==> config.mk <==
export PLATFORM = sky130hd
export DESIGN_NAME = snoopy_bus_arbiter
export DESIGN_NICKNAME = d
export VERILOG_FILES = /design/src/rtl/snoopy_bus_arbiter.sv
export SDC_FILE = /design/constraint.sdc
export NUM_CORES = 1
export LEC_CHECK = 0
export ABC_AREA = 1
export CAP_MARGIN = 15
export CORE_AREA = 5 5 324 326
export DETAILED_ROUTE_END_ITERATION = 8
export DIE_AREA = 0 0 329 331
export GPL_TIMING_DRIVEN = 1
export PLACE_DENSITY = 0.37
export SETUP_SLACK_MARGIN = 0.15
export SLEW_MARGIN = 40
export SYNTH_ARGS = -nofsm -noshare
export SYNTH_HDL_FRONTEND = slang
export SYNTH_SLANG_ARGS = --single-unit
==> constraint.sdc <==
create_clock -name clk -period 2.3 [get_ports clk]
set_input_delay 0.23 -clock clk [delete_from_list [all_inputs] [get_ports clk]]
set_output_delay 0.23 -clock clk [all_outputs]
set_load 0.005 [all_outputs]
==> src/rtl/snoopy_bus_arbiter.sv <==
// Shares one memory bus among N_REQ read-only snoopy caches and broadcasts write invalidates. Build option: ARB_FIXED_PRIO_EN.
// Latency: a request seen in ARB_IDLE reaches s_rw_valid next cycle; each completion costs one idle bubble.
// Backpressure: requests wait for s_rw_ready; writes are held off while an invalidate broadcast is pending.
module snoopy_bus_arbiter #(
    parameter int N_REQ      = 2,
    parameter int WIDTH      = 128,
    parameter int MASKW      = WIDTH / 8,
    parameter int ADDR_WIDTH = 32
) (
    input  logic                        clk,
    input  logic                        rst,

    input  logic [N_REQ-1:0]            m_rw_valid,
    output logic [N_REQ-1:0]            m_rw_ready,
    input  logic [N_REQ*ADDR_WIDTH-1:0] m_rw_addr,
    input  logic [N_REQ-1:0]            m_rw_we,
    input  logic [N_REQ*MASKW-1:0]      m_w_mask,
    input  logic [N_REQ*WIDTH-1:0]      m_w_data,
    input  logic [N_REQ-1:0]            m_w_ce,
    output logic [WIDTH-1:0]            m_r_data,

    output logic [N_REQ-1:0]            m_inv_valid,
    output logic [ADDR_WIDTH-1:0]       m_inv_addr,
    input  logic [N_REQ-1:0]            m_inv_ready,

    output logic                        s_rw_valid,
    input  logic                        s_rw_ready,
    output logic [ADDR_WIDTH-1:0]       s_rw_addr,
    output logic                        s_rw_we,
    output logic [MASKW-1:0]            s_w_mask,
    output logic [WIDTH-1:0]            s_w_data,
    output logic                        s_w_ce,
    input  logic [WIDTH-1:0]            s_r_data,

    output logic [N_REQ-1:0]            grant
);

    localparam int IDXW = (N_REQ > 1) ? $clog2(N_REQ) : 1;

    typedef enum logic {ARB_IDLE, ARB_BUS}   arb_state_t;
    typedef enum logic {INV_IDLE, INV_BCAST} inv_state_t;

    typedef struct packed {
        logic [ADDR_WIDTH-1:0] addr;
        logic                  we;
        logic [MASKW-1:0]      mask;
        logic [WIDTH-1:0]      data;
        logic                  ce;
    } req_t;

    arb_state_t             arb_state;
    inv_state_t             inv_state;
    logic [N_REQ-1:0]       grant_q;
    logic [IDXW-1:0]        gnt_idx;
    logic [N_REQ-1:0]       inv_done;
    logic [ADDR_WIDTH-1:0]  inv_addr;

    logic [N_REQ-1:0]       eligible;
    logic                   win_vld;
    logic [IDXW-1:0]        win_idx;
    logic [N_REQ-1:0]       win_oh;
    logic                   bus_act;
    logic                   bus_done;
    logic                   wr_done;
    req_t                   gnt_req;
    logic [N_REQ-1:0]       inv_vld;
    logic [N_REQ-1:0]       inv_done_nxt;

    // Writes must not start while caches still hold a stale copy of the previous write.
    assign eligible = m_rw_valid & ~((inv_state != INV_IDLE) ? m_rw_we : '0);

`ifdef ARB_FIXED_PRIO_EN
    always_comb begin
        win_vld = 1'b0;
        win_idx = '0;
        for (int i = N_REQ - 1; i >= 0; i--) begin
            if (eligible[i]) begin
                win_vld = 1'b1;
                win_idx = IDXW'(i);
            end
        end
    end
`else
    logic [IDXW-1:0] rr_ptr;
    logic [IDXW-1:0] cand;

    // Scan from farthest to nearest so the first eligible index after the pointer wins.
    always_comb begin
        win_vld = 1'b0;
        win_idx = '0;
        cand    = '0;
        for (int k = N_REQ; k >= 1; k--) begin
            cand = IDXW'((int'(rr_ptr) + k) % N_REQ);
            if (eligible[cand]) begin
                win_vld = 1'b1;
                win_idx = cand;
            end
        end
    end

    always_ff @(posedge clk) begin
        if (rst) begin
            rr_ptr <= IDXW'(N_REQ - 1);
        end else if (arb_state == ARB_IDLE && win_vld) begin
            rr_ptr <= win_idx;
        end
    end
`endif

    assign win_oh = N_REQ'(1) << win_idx;

    assign bus_act = (arb_state == ARB_BUS);

    always_comb begin
        gnt_req = '0;
        if (bus_act) begin
            gnt_req.addr = m_rw_addr[int'(gnt_idx)*ADDR_WIDTH +: ADDR_WIDTH];
            gnt_req.we   = m_rw_we[gnt_idx];
            gnt_req.mask = m_w_mask[int'(gnt_idx)*MASKW +: MASKW];
            gnt_req.data = m_w_data[int'(gnt_idx)*WIDTH +: WIDTH];
            gnt_req.ce   = m_w_ce[gnt_idx];
        end
    end

    assign bus_done = bus_act && s_rw_ready;
    assign wr_done  = bus_done && gnt_req.we && gnt_req.ce;

    assign s_rw_valid = bus_act;
    assign s_rw_addr  = gnt_req.addr;
    assign s_rw_we    = gnt_req.we;
    assign s_w_mask   = gnt_req.mask;
    assign s_w_data   = gnt_req.data;
    assign s_w_ce     = gnt_req.ce;

    assign m_rw_ready = bus_done ? grant_q : '0;
    assign m_r_data   = s_r_data;
    assign grant      = grant_q;

    assign inv_vld      = (inv_state == INV_BCAST) ? ~inv_done : '0;
    assign inv_done_nxt = inv_done | (inv_vld & m_inv_ready);
    assign m_inv_valid  = inv_vld;
    assign m_inv_addr   = inv_addr;

    always_ff @(posedge clk) begin
        if (rst) begin
            arb_state <= ARB_IDLE;
            grant_q   <= '0;
            gnt_idx   <= '0;
        end else begin
            case (arb_state)
                ARB_IDLE: begin
                    if (win_vld) begin
                        grant_q   <= win_oh;
                        gnt_idx   <= win_idx;
                        arb_state <= ARB_BUS;
                    end
                end
                ARB_BUS: begin
                    if (s_rw_ready) begin
                        grant_q   <= '0;
                        arb_state <= ARB_IDLE;
                    end
                end
                default: arb_state <= ARB_IDLE;
            endcase
        end
    end

    // A write can only complete while the broadcast is idle, so the two never collide.
    always_ff @(posedge clk) begin
        if (rst) begin
            inv_state <= INV_IDLE;
            inv_done  <= '0;
            inv_addr  <= '0;
        end else begin
            case (inv_state)
                INV_IDLE: begin
                    if (wr_done) begin
                        inv_addr  <= gnt_req.addr;
                        inv_done  <= '0;
                        inv_state <= INV_BCAST;
                    end
                end
                INV_BCAST: begin
                    if (&inv_done_nxt) begin
                        inv_done  <= '0;
                        inv_state <= INV_IDLE;
                    end else begin
                        inv_done  <= inv_done_nxt;
                    end
                end
                default: inv_state <= INV_IDLE;
            endcase
        end
    end

endmodule

### Word-level counts from Yosys, hierarchy flattened

Index checks and enable logic that the tools add are counted.

| storage, ports and cells | value |
|---|---|
| word-level logic and storage cells | 62 |
| flip-flop bits (word level) | 40 |
| output and inout port bits | 345 |
| input bits | 491 |

| operators by class | value |
|---|---|
| add/sub/neg operators | 2 |
| shift-type cells | 4 |
| bitwise operators | 7 |
| muxes and demuxes | 28 |
| reductions and logical operators | 8 |
| order comparisons | 3 |
| eq/ne operators | 3 |

Operators by type and width:

| cell | number |
|---|---|
| $shiftx A256 B9 Y128 | 1 |
| $mux W178 | 1 |
| $shiftx A64 B7 Y32 | 1 |
| $shiftx A32 B6 Y16 | 1 |
| $mux W1 | 16 |
| $mux W2 | 7 |
| $pmux W2 S2 | 2 |
| $reduce_and A2 Y1 | 4 |
| $lt A1 B2 Y1 const B | 3 |
| $ne A2 B2 Y1 const B | 3 |
| $and A2 B2 Y2 | 2 |
| $logic_and A1 B1 Y1 | 4 |
| $not A2 Y2 | 2 |
| $pmux W1 S2 | 2 |
| $add A1 B1 Y1 const B | 2 |
| $not A1 Y1 | 2 |
| $or A2 B2 Y2 | 1 |
| $shl A1 B1 Y2 const A | 1 |

### Depth between registers and ports, before layout

Gate-level depths: netlist of run 1.

| logic depth | value |
|---|---|
| depth in word-level cells | 10 |
| depth in mapped cells | 11 |
| gate-level depth less buffers | 9 |

### Worst setup path after synthesis of run 1

Ideal clock, no wire load.

| path | value |
|---|---|
| kind | reg-to-output |
| from | register arb_state, in the netlist s_rw_valid |
| to | output s_w_data[100] |
| path buffers | 3 |
| stages on the path, launching flop included | 6 |
| path slack | 901 ps |
| arrival | 1169 ps |
| required time | 2070 ps |
| path through | dfxtp_1 -> buf_4 -> buf_4 -> clkbuf_1 -> o21ai_0 -> nor2_1 |

| on the way | value |
|---|---|
| cells in the longest elaborated chain, start to end | 1 |

RTL lines:

| element | RTL line | RTL |
|---|---|---|
| start, declared | 51 | `arb_state_t arb_state;` |
| start signal, assigned | 146 | `arb_state <= ARB_IDLE;` |
| start signal, assigned | 155 | `arb_state <= ARB_BUS;` |
| start signal, assigned | 161 | `arb_state <= ARB_IDLE;` |
| $mux W178 | 116 | `if (bus_act) begin` |
| end, declared | 31 | `output logic [WIDTH-1:0] s_w_data,` |

Every way passes these cells.

### Worst setup path after layout of run 1

| path | value |
|---|---|
| from | register arb_state, in the netlist s_rw_valid |
| to | output s_rw_we |

| on the way | value |
|---|---|
| cells in the longest elaborated chain, start to end | 1 |

RTL lines:

| element | RTL line | RTL |
|---|---|---|
| $mux W178 | 116 |  |
| end, declared | 29 | `output logic s_rw_we,` |

Every way passes these cells.

==> qor.csv, run 1 <==
stage,metric,value,unit
worst_setup_path,crit_start,s_rw_valid$_SDFF_PP0_,
worst_setup_path,critical_path.slowest_cell,clkdlybuf4s50_1,
route,drc,0,
timing,slew_headroom,69.5,%
power_and_ir_drop,leakage,6.82,nW
route,dr.pass1.iters,5,
placement,dp_slack,-0.137,ns
worst_setup_path,cp_slowest_stage_delay,0.52,ns
layout,syn_to_final_growth,160,%
worst_setup_path,r2r_end,m_inv_addr[23]$_SDFFE_PP0P_,
clock_network,cts_root_buf,clkbuf_16,
synth,synth_fp_nets,1486,
synth,synthSimpleGateAreaFrac,40.3,%
power_and_ir_drop,p_sw,1.66,mW
grt,grt_max_degree,41,
placement,place.gp.congestion,0.834,
grt,grt_pass1_wl,84.5,mm
layout,fin_cells,2866,
clock_network,path_clk_slew,0.07,ns
min_path,worstHoldStart,s_r_data[113],
synth,avgSynthCellArea,5.45,sq um
layout,utilization,13.9,%
clock_network,cts.sinks,40,
synth,yosysTopAreaCell,nor2_1,
worst_setup_path,cp.required,2.07,ns
worst_setup_path,cpMostUsedCell,clkbuf_16,
grt,grtUsageTotal,11.7,%
power_and_ir_drop,p_seq_share,16.8,%
floorplan,die_w,329,um
floorplan,die_h,331,um
placement,port_buffers,579,
route,ant_nets,0,
layout,regArea,808,sq um
synth,ys_ff_latch,40,
layout,final_area,0.0141,sq mm
power_and_ir_drop,ir_drop,0.235,mV
layout,final_nets,1977,
synth,synth_ff_type,dfxtp_1,
synth,ys_types,26,
worst_setup_path,start_kind,flip-flop,
timing,setup_slack,0.137,ns
synth,yosys.area.top_type_share,25.0,%
timing,fmax,462,MHz
timing,fin_crit,2.16,ns
worst_setup_path,endpoint,s_rw_we,
synth,synth_top_family_by_area,simple AND/OR/NAND/NOR gates,
synth,synthArstFlopShare,0,%
timing,finalSetupViolations,0,
placement,hpwl,55.2,mm
floorplan,core_area,0.101,sq mm
synth,synth_top_cells_by_count,"361 x nor2_1, 154 x o21ai_0, 131 x buf_4",
clock_network,cts_tree,done,
layout,multiInputGateArea,0.00334,sq mm
power_and_ir_drop,clkPwrFrac,17.9,%
clock_network,cts.path.max_buffers,2,
grt,first_global_vias,8388,
power_and_ir_drop,switching_share,38.2,%
placement,place_area,0.0122,sq mm
worst_setup_path,r2r_start,s_rw_valid$_SDFF_PP0_,
power_and_ir_drop,comb_power_share,65.2,%
worst_setup_path,worstPathArrival,1.93,ns
floorplan,dieArea,0.109,sq mm
worst_setup_path,worstPathMaxFanout,7,
clock_network,htreeDepth,2,
timing,finalHoldViolations,0,
synth,synthTopCellsByArea,"nor2_1 25%, buf_4 18%, dfxtp_1 15%, o21ai_0 14%, nand2_1 4.4%",
synth,syn_area,0.00543,sq mm
synth,synth_fa_ha_area_share,0,%
timing,skew,0.00926,ns
worst_setup_path,crit_chain,"buf_12, clkbuf_16, clkbuf_16, nand2_2, inv_2, clkdlybuf4s50_1",
synth,synth-compound-area-share,17.2,%
synth,synth_cells,995,
power_and_ir_drop,p_int,2.69,mW
grt,overflow,0,
synth,synth-seq-area-share,14.8,%
timing,min_period_over_period,94.0,%
timing,drv_slew,0,
floorplan,initial_core_util,5.35,%
flow_run,drv_cap,0,
worst_setup_path,worstRegToRegCells,10,
synth,synth_edf_count,0,
timing,fin_hold_ws,0.460,ns
timing,rsz0062_at_grt,yes,
route,wl_per_cell,25.5,um
synth,synth-xor-area-share,0,%
synth,synth.most_common_cell,nor2_1,
timing,tightest_slew,0.453,ns
placement,numPlacedInstances,2776,
worst_setup_path,cp-end-kind,primary output,
grt,antenna_found_initial,32,
synth,yosysWarnings,0,
synth,synthMuxAreaShare,0,%
status,outcome,"finished, final reports clean",
clock_network,insertion_delay,0.30,ns
route,drtIter0Drc,400,
worst_setup_path,critPathKind,flip-flop to primary output,
floorplan,row_count,117,
worst_setup_path,reg2reg_setup_slack,0.33,ns
clock_network,cts_hold_buf,0,
power_and_ir_drop,power.density,309,mW/mm^2
min_path,holdCritPathClass,primary input to primary output,
clock_network,cts_made_buffers,5,
layout,n_fill_cell,11800,
floorplan,ioPinCount,836,
route,wirelength,73.1,mm
route,avgViaCountPerCell,2.99,
route,vias,8564,
layout,drive_above_1_share,17.4,%
==> cell families after synthesis <==
| logic type | count (synthesis) |
|---|---|
| DFF | 40 |
| buffers and inverters | 247 |
| AOI/OAI and AO/OA | 186 |
| and+or+nand+nor | 522 |
==> layer usage <==
metal / global-route usage [%] / wire, um
met1: 12.5 / 26600
met2: 19.3 / 33700
met3: 7.90 / 11100
met4: 2.10 / 1440
met5: 0.621 / 194
==> sequential cells by signal, indices dropped and copies added (netlist names) <==
name and cells:
grant 2, m_inv_addr 32, inv_done 2, s_rw_valid 1, gnt_idx 1, inv_state 1
rr_ptr 1
==> power groups by stage <==
stage	logic, mW	clock network [mW]	registers (mW)
6_report	2.84	0.780	0.733
2_1_floorplan	0.756	0	0.737
4_1_cts	2.66	0.844	0.730
5_1_grt	3.06	0.854	0.736
3_3_place_gp	2.41	0	0.744
3_5_place_dp	2.38	0	0.744
==> worst max-delay path: cells and delay by family, from the launching register on <==
family | cells | cell delay (ns)
buffers and inverters | 5 | 1.08
flip-flops | 1 | 0.44
AND/OR/NAND/NOR | 1 | 0.09
==> worst min path at each step <==
stage	end	cells past startpoint	slack (ns)
6_report	m_r_data[113]	0	0.46
5_1_grt	m_r_data[56]	0	0.46
4_1_cts	m_r_data[119]	0	0.46
3_5_place_dp	rr_ptr$_SDFFE_PP1P_	2	0.46
3_3_place_gp	rr_ptr$_SDFFE_PP1P_	2	0.45
2_1_floorplan	gnt_idx$_SDFFE_PP0P_	1	0.30
==> through the flow <==
step           setup TNS [ns]  power (mW)
2_1_floorplan               0        1.49
3_3_place_gp           -0.344        3.16
3_5_place_dp           -0.301        3.13
4_1_cts                -0.252        4.23
5_1_grt                     0        4.64
6_report                    0        4.35
==> area by class of cell <==
cell class	count	share of cell area (%)
multi-input cells	708	23.7
inverters	46	1.31
clock inverters	2	0.106
clock buffers	6	0.985
well taps	1368	12.1
diodes	11	0.195
flip-flops and latches	40	5.73
repair buffers	685	55.8
==> timing repair <==
| item | CTS | global route |
|---|---|---|
| resized for setup | 138 | 163 |
| buffers inserted | 9 | 35 |
| cloned | 12 | 16 |
| pin swaps | 15 | 23 |
| setup endpoints to repair | 158 | 108 |
==> cell usage in the layout (no fill, tap or decap), types with 6 or more instances in the layout <==
cell type and n:
buf_16 14, nor2_4 6, diode_2 11, buf_12 44
o21ai_1 15, nand3_2 13, a21oi_1 27, or2_1 9
nor2_2 35, nor2_1 322, nand3_1 33, dlymetal6s2s_1 87
dfxtp_1 38, o21ai_0 141, clkbuf_16 18, clkdlybuf4s50_1 406
inv_1 43, buf_4 50, dlygate4sd2_1 36, or2_2 27
buf_6 10, nand2_1 62
(Power assumes the default switching activity.)
==> run 2, diff against run 1 <==
--- a/config.mk
+++ b/config.mk
@@ -8,6 +8,7 @@
 export ABC_AREA = 1
 export CAP_MARGIN = 15
 export CORE_AREA = 5 5 324 326
+export CTS_CLUSTER_DIAMETER = 80
 export DETAILED_ROUTE_END_ITERATION = 8
 export DIE_AREA = 0 0 329 331
 export GPL_TIMING_DRIVEN = 1
@@ -17,3 +18,4 @@
 export SYNTH_ARGS = -nofsm -noshare
 export SYNTH_HDL_FRONTEND = slang
 export SYNTH_SLANG_ARGS = --single-unit
+export TNS_END_PERCENT = 1
==> qor.csv, run 2 (synthesis gave the netlist of run 1 again) <==
stage,metric,value,unit,change
power_and_ir_drop,p_int,2.47,mW,was 2.69 mW
floorplan,row_count,117,,unchanged
route,dr.pass1.iters,4,,was 5
layout,final_nets,1915,,was 1977
timing,setup_slack,-0.0243,ns,was 0.137 ns
clock_network,cts.sinks,40,,unchanged
power_and_ir_drop,switching_share,37.7,%,was 38.2%
grt,grt_pass1_wl,82.2,mm,was 84.5 mm
route,avgViaCountPerCell,2.92,,was 2.99
placement,place.gp.congestion,0.834,,unchanged
route,drtIter0Drc,373,,was 400
timing,fin_hold_ws,0.460,ns,unchanged
timing,slew_headroom,68.2,%,was 69.5%
layout,layout_commonest_cell,clkdlybuf4s50_1,,unchanged
clock_network,path_clk_slew,0.07,ns,about the same
placement,numPlacedInstances,2776,,unchanged
clock_network,htreeDepth,2,,unchanged
floorplan,core_area,0.101,sq mm,unchanged
floorplan,initial_core_util,5.35,%,unchanged
worst_setup_path,worstPathArrival,2.09,ns,was 1.93 ns
timing,finalHoldViolations,0,,unchanged
worst_setup_path,start_kind,flip-flop,,unchanged
timing,setup_tns,-0.0722,ns,was 0 ns
placement,port_buffers,579,,unchanged
layout,n_fill_cell,11900,,was 11800
clock_network,cts_root_buf,clkbuf_16,,unchanged
clock_network,cts_hold_buf,0,,unchanged
worst_setup_path,r2r_start,gnt_idx$_SDFFE_PP0P_,,was s_rw_valid$_SDFF_PP0_
worst_setup_path,cp-end-kind,primary output,,unchanged
layout,fin_cells,2802,,was 2866
floorplan,die_w,329,um,unchanged
min_path,worstHoldStart,s_r_data[113],,unchanged
status,violations,negative setup slack,,
power_and_ir_drop,p_sw,1.49,mW,was 1.66 mW
grt,grt_max_degree,45,,was 41
worst_setup_path,critPathKind,flip-flop to primary output,,unchanged
route,wl_per_cell,23.6,um,was 25.5 um
power_and_ir_drop,power.density,309,mW/mm^2,about the same
worst_setup_path,endpoint,s_w_data[86],,was s_rw_we
power_and_ir_drop,leakage,5.10,nW,was 6.82 nW
route,vias,8194,,was 8564
timing,rsz0062_at_grt,yes,,unchanged
power_and_ir_drop,clkPwrFrac,19.7,%,was 17.9%
timing,fmax,430,MHz,was 462 MHz
layout,drive_above_1_share,11.9,%,was 17.4%
worst_setup_path,reg2reg_setup_slack,0.44,ns,was 0.33 ns
worst_setup_path,crit_start,s_rw_valid$_SDFF_PP0_,,unchanged
layout,syn_to_final_growth,136,%,was 160%
power_and_ir_drop,ir_drop,0.230,mV,was 0.235 mV
grt,first_global_vias,8250,,was 8388
worst_setup_path,r2r_end,m_inv_addr[23]$_SDFFE_PP0P_,,unchanged
timing,tightest_slew,0.471,ns,was 0.453 ns
route,wirelength,66.1,mm,was 73.1 mm
flow_run,drv_cap,0,,unchanged
timing,skew,0.00890,ns,was 0.00926 ns
timing,fin_crit,2.32,ns,was 2.16 ns
placement,place_area,0.0122,sq mm,unchanged
worst_setup_path,cp.required,2.07,ns,about the same
grt,overflow,0,,unchanged
worst_setup_path,worstPathMaxFanout,20,,was 7
layout,final_area,0.0128,sq mm,was 0.0141 sq mm
power_and_ir_drop,p_seq_share,18.6,%,was 16.8%
floorplan,ioPinCount,836,,unchanged
power_and_ir_drop,fin_total_pwr,3.96,mW,was 4.35 mW
layout,largest_reg_flops,32,,unchanged
placement,hpwl,55.2,mm,unchanged
clock_network,cts_tree,done,,unchanged
floorplan,die_h,331,um,unchanged
placement,dp_slack,-0.137,ns,unchanged
min_path,holdCritPathClass,primary input to primary output,,unchanged
timing,min_period_over_period,101,%,was 94.0%
route,ant_nets,0,,unchanged
grt,grtUsageTotal,11.3,%,was 11.7%
clock_network,cts_made_buffers,5,,unchanged
power_and_ir_drop,comb_power_share,61.8,%,was 65.2%
layout,mostFrequentLayoutCells,"497 x clkdlybuf4s50_1, 327 x nor2_1, 151 x o21ai_0, 62 x nand2_1, 46 x nand3_1",,"was 406 x clkdlybuf4s50_1, 322 x nor2_1, 141 x o21ai_0, 87 x dlymetal6s2s_1, 62 x nand2_1"
clock_network,cts.path.max_buffers,2,,unchanged
worst_setup_path,worstRegToRegCells,10,,unchanged
clock_network,insertion_delay,0.30,ns,about the same
grt,antenna_found_initial,28,,was 32
timing,finalSetupViolations,4,,was 0
layout,utilization,12.6,%,was 13.9%
timing,drv_slew,0,,unchanged
floorplan,dieArea,0.109,sq mm,unchanged
route,drc,0,,unchanged
status,outcome,"finished, violations left",,"was finished, final reports clean"
## run 2: cell types whose count changed in the layout (fill, tap and decap cells not counted), moves of 5 or more
cell and delta:
buf_16 -7, clkbuf_16 -12, nor2_1 +5, o21ai_1 -9, dlymetal6s2s_1 -77, nand3_2 -11, clkdlybuf4s50_1 +91, o21ai_0 +10
buf_6 -5, buf_4 -23, buf_12 -11, nand3_1 +13
## run 2: per-layer routing
metal / up-vias / wire, um / track usage, %
li1: 3870 / - / -
met1: 3658 / 24400 / 12.2
met2: 583 / 29700 / 18.5
met3: 67 / 10700 / 7.86
met4: 16 / 1110 / 2.05
met5: - / 195 / 0.621
## run 2: repair_timing
item                       CTS  global route
setup endpoints to repair  158           128
hold endpoints to repair     0             0
setup buffers                2             0
cloned                       6             1
pin swaps                   11            11
resized for setup           93            31
## run 2: area by class of cell
| type | count | area [sq um] | area share, % |
|---|---|---|---|
| Antenna cell | 9 | 22.5 | 0.176 |
| Clock buffer | 6 | 139 | 1.09 |
| Tap cell | 1368 | 1710 | 13.4 |
| Clock inverter | 2 | 15.0 | 0.117 |
| Inverter | 46 | 180 | 1.41 |
| Sequential cell | 40 | 808 | 6.32 |
| Multi-Input combinational cell | 708 | 3220 | 25.2 |
| Timing Repair Buffer | 623 | 6690 | 52.3 |
## run 2: worst max-delay path: stages, from the launching register on
cell             delay (ns)
dfxtp_4                0.47
buf_12                 0.21
buf_8                  0.20
o21ai_0                0.12
nor2_2                 0.17
clkdlybuf4s50_1        0.56
## run 2: worst min-delay path by stage
stage | to | slack [ns] | cells after the start
after floorplan | gnt_idx$_SDFFE_PP0P_ | 0.30 | 1
after global placement | rr_ptr$_SDFFE_PP1P_ | 0.45 | 2
after detailed placement | rr_ptr$_SDFFE_PP1P_ | 0.46 | 2
after CTS | m_r_data[119] | 0.46 | 0
after global routing | m_r_data[56] | 0.46 | 0
final | m_r_data[113] | 0.46 | 0
## run 2: power groups by stage
stage | logic (mW) | registers [mW] | clock network [mW]
floorplan | 0.756 | 0.737 | 0
global placement | 2.41 | 0.744 | 0
detailed placement | 2.38 | 0.744 | 0
CTS | 2.53 | 0.735 | 0.844
global route | 2.65 | 0.738 | 0.854
finish | 2.45 | 0.735 | 0.778
==> run 3, diff against run 2 <==
--- a/config.mk
+++ b/config.mk
@@ -7,12 +7,12 @@
 export LEC_CHECK = 0
 export ABC_AREA = 1
 export CAP_MARGIN = 15
-export CORE_AREA = 5 5 324 326
+export CORE_AREA = 2 2 321 323
 export CTS_CLUSTER_DIAMETER = 80
 export DETAILED_ROUTE_END_ITERATION = 8
-export DIE_AREA = 0 0 329 331
+export DIE_AREA = 0 0 323 325
+export GPL_ROUTABILITY_DRIVEN = 0
 export GPL_TIMING_DRIVEN = 1
-export PLACE_DENSITY = 0.37
 export SETUP_SLACK_MARGIN = 0.15
 export SLEW_MARGIN = 40
 export SYNTH_ARGS = -nofsm -noshare
==> qor.csv, run 3 (synthesis gave the netlist of run 1 again) <==
stage,metric,value,unit,change
clock_network,cts_tree,done,,unchanged
grt,first_global_vias,8179,,was 8250
clock_network,cts_hold_buf,0,,unchanged
placement,port_buffers,579,,unchanged
worst_setup_path,worstPathArrival,2.08,ns,was 2.09 ns
worst_setup_path,worstRegToRegCells,10,,unchanged
clock_network,htreeDepth,2,,unchanged
timing,setup_slack,-0.00792,ns,was -0.0243 ns
worst_setup_path,r2r_start,gnt_idx$_SDFFE_PP0P_,,unchanged
timing,drv_slew,0,,unchanged
timing,finalHoldViolations,0,,unchanged
route,wl_per_cell,26.5,um,was 23.6 um
floorplan,die_w,323,um,was 329 um
timing,fin_crit,2.31,ns,was 2.32 ns
layout,layout_commonest_cell,clkdlybuf4s50_1,,unchanged
status,violations,negative setup slack,,unchanged
clock_network,cts.path.max_buffers,2,,unchanged
floorplan,ioPinCount,836,,unchanged
clock_network,insertion_delay,0.31,ns,was 0.30 ns
placement,dp_slack,-0.0536,ns,was -0.137 ns
layout,drive_above_1_share,17.6,%,was 11.9%
grt,antenna_found_initial,26,,was 28
floorplan,initial_core_util,5.36,%,was 5.35%
worst_setup_path,cp.depth,5,,unchanged
timing,tightest_slew,0.471,ns,about the same
worst_setup_path,critPathKind,flip-flop to primary output,,unchanged
flow_run,drv_cap,0,,unchanged
worst_setup_path,cp_slowest_stage_delay,0.59,ns,was 0.56 ns
layout,largest_reg_flops,32,,unchanged
worst_setup_path,r2r_end,m_inv_addr[17]$_SDFFE_PP0P_,,was m_inv_addr[23]$_SDFFE_PP0P_
layout,final_nets,1949,,was 1915
route,ant_nets,0,,unchanged
floorplan,row_count,117,,unchanged
layout,mostFrequentLayoutCells,"470 x clkdlybuf4s50_1, 300 x nor2_1, 152 x o21ai_0, 63 x nand2_1, 58 x buf_4",,"was 497 x clkdlybuf4s50_1, 327 x nor2_1, 151 x o21ai_0, 62 x nand2_1, 46 x nand3_1"
power_and_ir_drop,leakage,5.53,nW,was 5.10 nW
timing,rsz0062_at_grt,yes,,unchanged
power_and_ir_drop,fin_total_pwr,4.34,mW,was 3.96 mW
worst_setup_path,critPathTopFamily,buffers and inverters,,unchanged
grt,grtUsageTotal,13.0,%,was 11.3%
clock_network,cts_made_buffers,5,,unchanged
timing,skew,0.0141,ns,was 0.00890 ns
floorplan,dieArea,0.105,sq mm,was 0.109 sq mm
placement,hpwl,64.6,mm,was 55.2 mm
clock_network,cts.sinks,40,,unchanged
worst_setup_path,crit_start,gnt_idx$_SDFFE_PP0P_,,was s_rw_valid$_SDFF_PP0_
clock_network,cts_root_buf,clkbuf_16,,unchanged
route,avgViaCountPerCell,3.08,,was 2.92
worst_setup_path,crit_chain,"buf_12, buf_6, o21ai_0, nor2_1, clkdlybuf4s50_1",,"was buf_12, buf_8, o21ai_0, nor2_2, clkdlybuf4s50_1"
floorplan,die_h,325,um,was 331 um
timing,min_period_over_period,100,%,was 101%
timing,fin_hold_ws,0.460,ns,unchanged
timing,finalSetupViolations,1,,was 4
worst_setup_path,endpoint,s_w_data[64],,was s_w_data[86]
route,wirelength,75.0,mm,was 66.1 mm
worst_setup_path,cp-end-kind,primary output,,unchanged
timing,slew_headroom,68.3,%,was 68.2%
route,drtIter0Drc,494,,was 373
grt,grt_max_degree,54,,was 45
worst_setup_path,critical_path.slowest_cell,clkdlybuf4s50_1,,unchanged
clock_network,path_clk_slew,0.07,ns,about the same
worst_setup_path,crit_buf_inv,3,,unchanged
worst_setup_path,cp.required,2.07,ns,about the same
layout,syn_to_final_growth,148,%,was 136%
route,vias,8711,,was 8194
worst_setup_path,reg2reg_setup_slack,0.33,ns,was 0.44 ns
route,drc,0,,unchanged
worst_setup_path,worstPathMaxFanout,15,,was 20
status,outcome,"finished, violations left",,unchanged
floorplan,core_area,0.101,sq mm,about the same
route,dr.pass1.iters,5,,was 4
timing,fmax,433,MHz,was 430 MHz
grt,grt_pass1_wl,87.8,mm,was 82.2 mm
min_path,holdCritPathClass,primary input to primary output,,unchanged
grt,overflow,0,,unchanged
worst_setup_path,start_kind,flip-flop,,unchanged
power_and_ir_drop,power.density,322,mW/mm^2,was 309 mW/mm^2
power_and_ir_drop,ir_drop,0.294,mV,was 0.230 mV
run 3: where the power goes:
part | total (mW) | switching, mW | internal [mW]
Sequential | 0.730 | 0.0201 | 0.709
Combinational | 2.71 | 1.25 | 1.46
Clock | 0.895 | 0.377 | 0.518
Total | 4.34 | 1.65 | 2.68
run 3: worst min path at each step:
stage	start	cells past startpoint	end
6_report	s_r_data[122]	0	m_r_data[122]
5_1_grt	s_r_data[5]	0	m_r_data[5]
4_1_cts	s_r_data[110]	0	m_r_data[110]
3_5_place_dp	s_r_data[110]	0	m_r_data[110]
3_3_place_gp	rr_ptr$_SDFFE_PP1P_	2	rr_ptr$_SDFFE_PP1P_
2_1_floorplan	rst	1	gnt_idx$_SDFFE_PP0P_
run 3: through the flow:
stage	area (sq um)	utilization (%)	cells	TNS (ns)
2_1_floorplan	5430	-	995	0
3_3_place_gp	12600	12.4	2791	-0.118
3_5_place_dp	12600	12.4	2791	-0.0629
4_1_cts	13000	12.8	2809	-0.372
5_1_grt	13400	13.3	2827	-0.0854
6_report	13500	13.3	2830	-0.00792
run 3: per-layer routing:
layer	wire length, um	GRT usage (%)	vias to the layer above
met1	28900	14.7	3980
met3	11000	8.01	119
met2	32800	20.6	655
met5	418	0	-
met4	1910	3.07	32
li1	-	-	3925
run 3: what timing repair did:
action | in CTS | in global routing
hold endpoints to repair | 0 | 0
cloned | 2 | 6
endpoints found under the setup margin | 145 | 116
pin swaps | 16 | 28
buffers inserted | 8 | 12
resized for setup | 77 | 67
run 3: final cells by class:
cell class / instances / area (sq um)
timing repair inverter: 2 / 17.5
sequential: 40 / 808
timing repair buffer: 655 / 7220
multi-input combinational: 708 / 3330
clock inverter: 3 / 47.5
inverter: 46 / 185
tap: 1368 / 1710
fill: 11800 / 87900
clock buffer: 5 / 125
antenna: 3 / 7.51
run 3: worst register-to-register path, cell delays in order (launching register included):
cell,delay [ns]
dfxtp_4,0.49
buf_4,0.19
clkbuf_16,0.21
nand2_1,0.09
nand2_2,0.09
nand3_2,0.08
nor2_4,0.10
buf_4,0.26
nand3_1,0.14
nand2_1,0.16
nor2_1,0.05
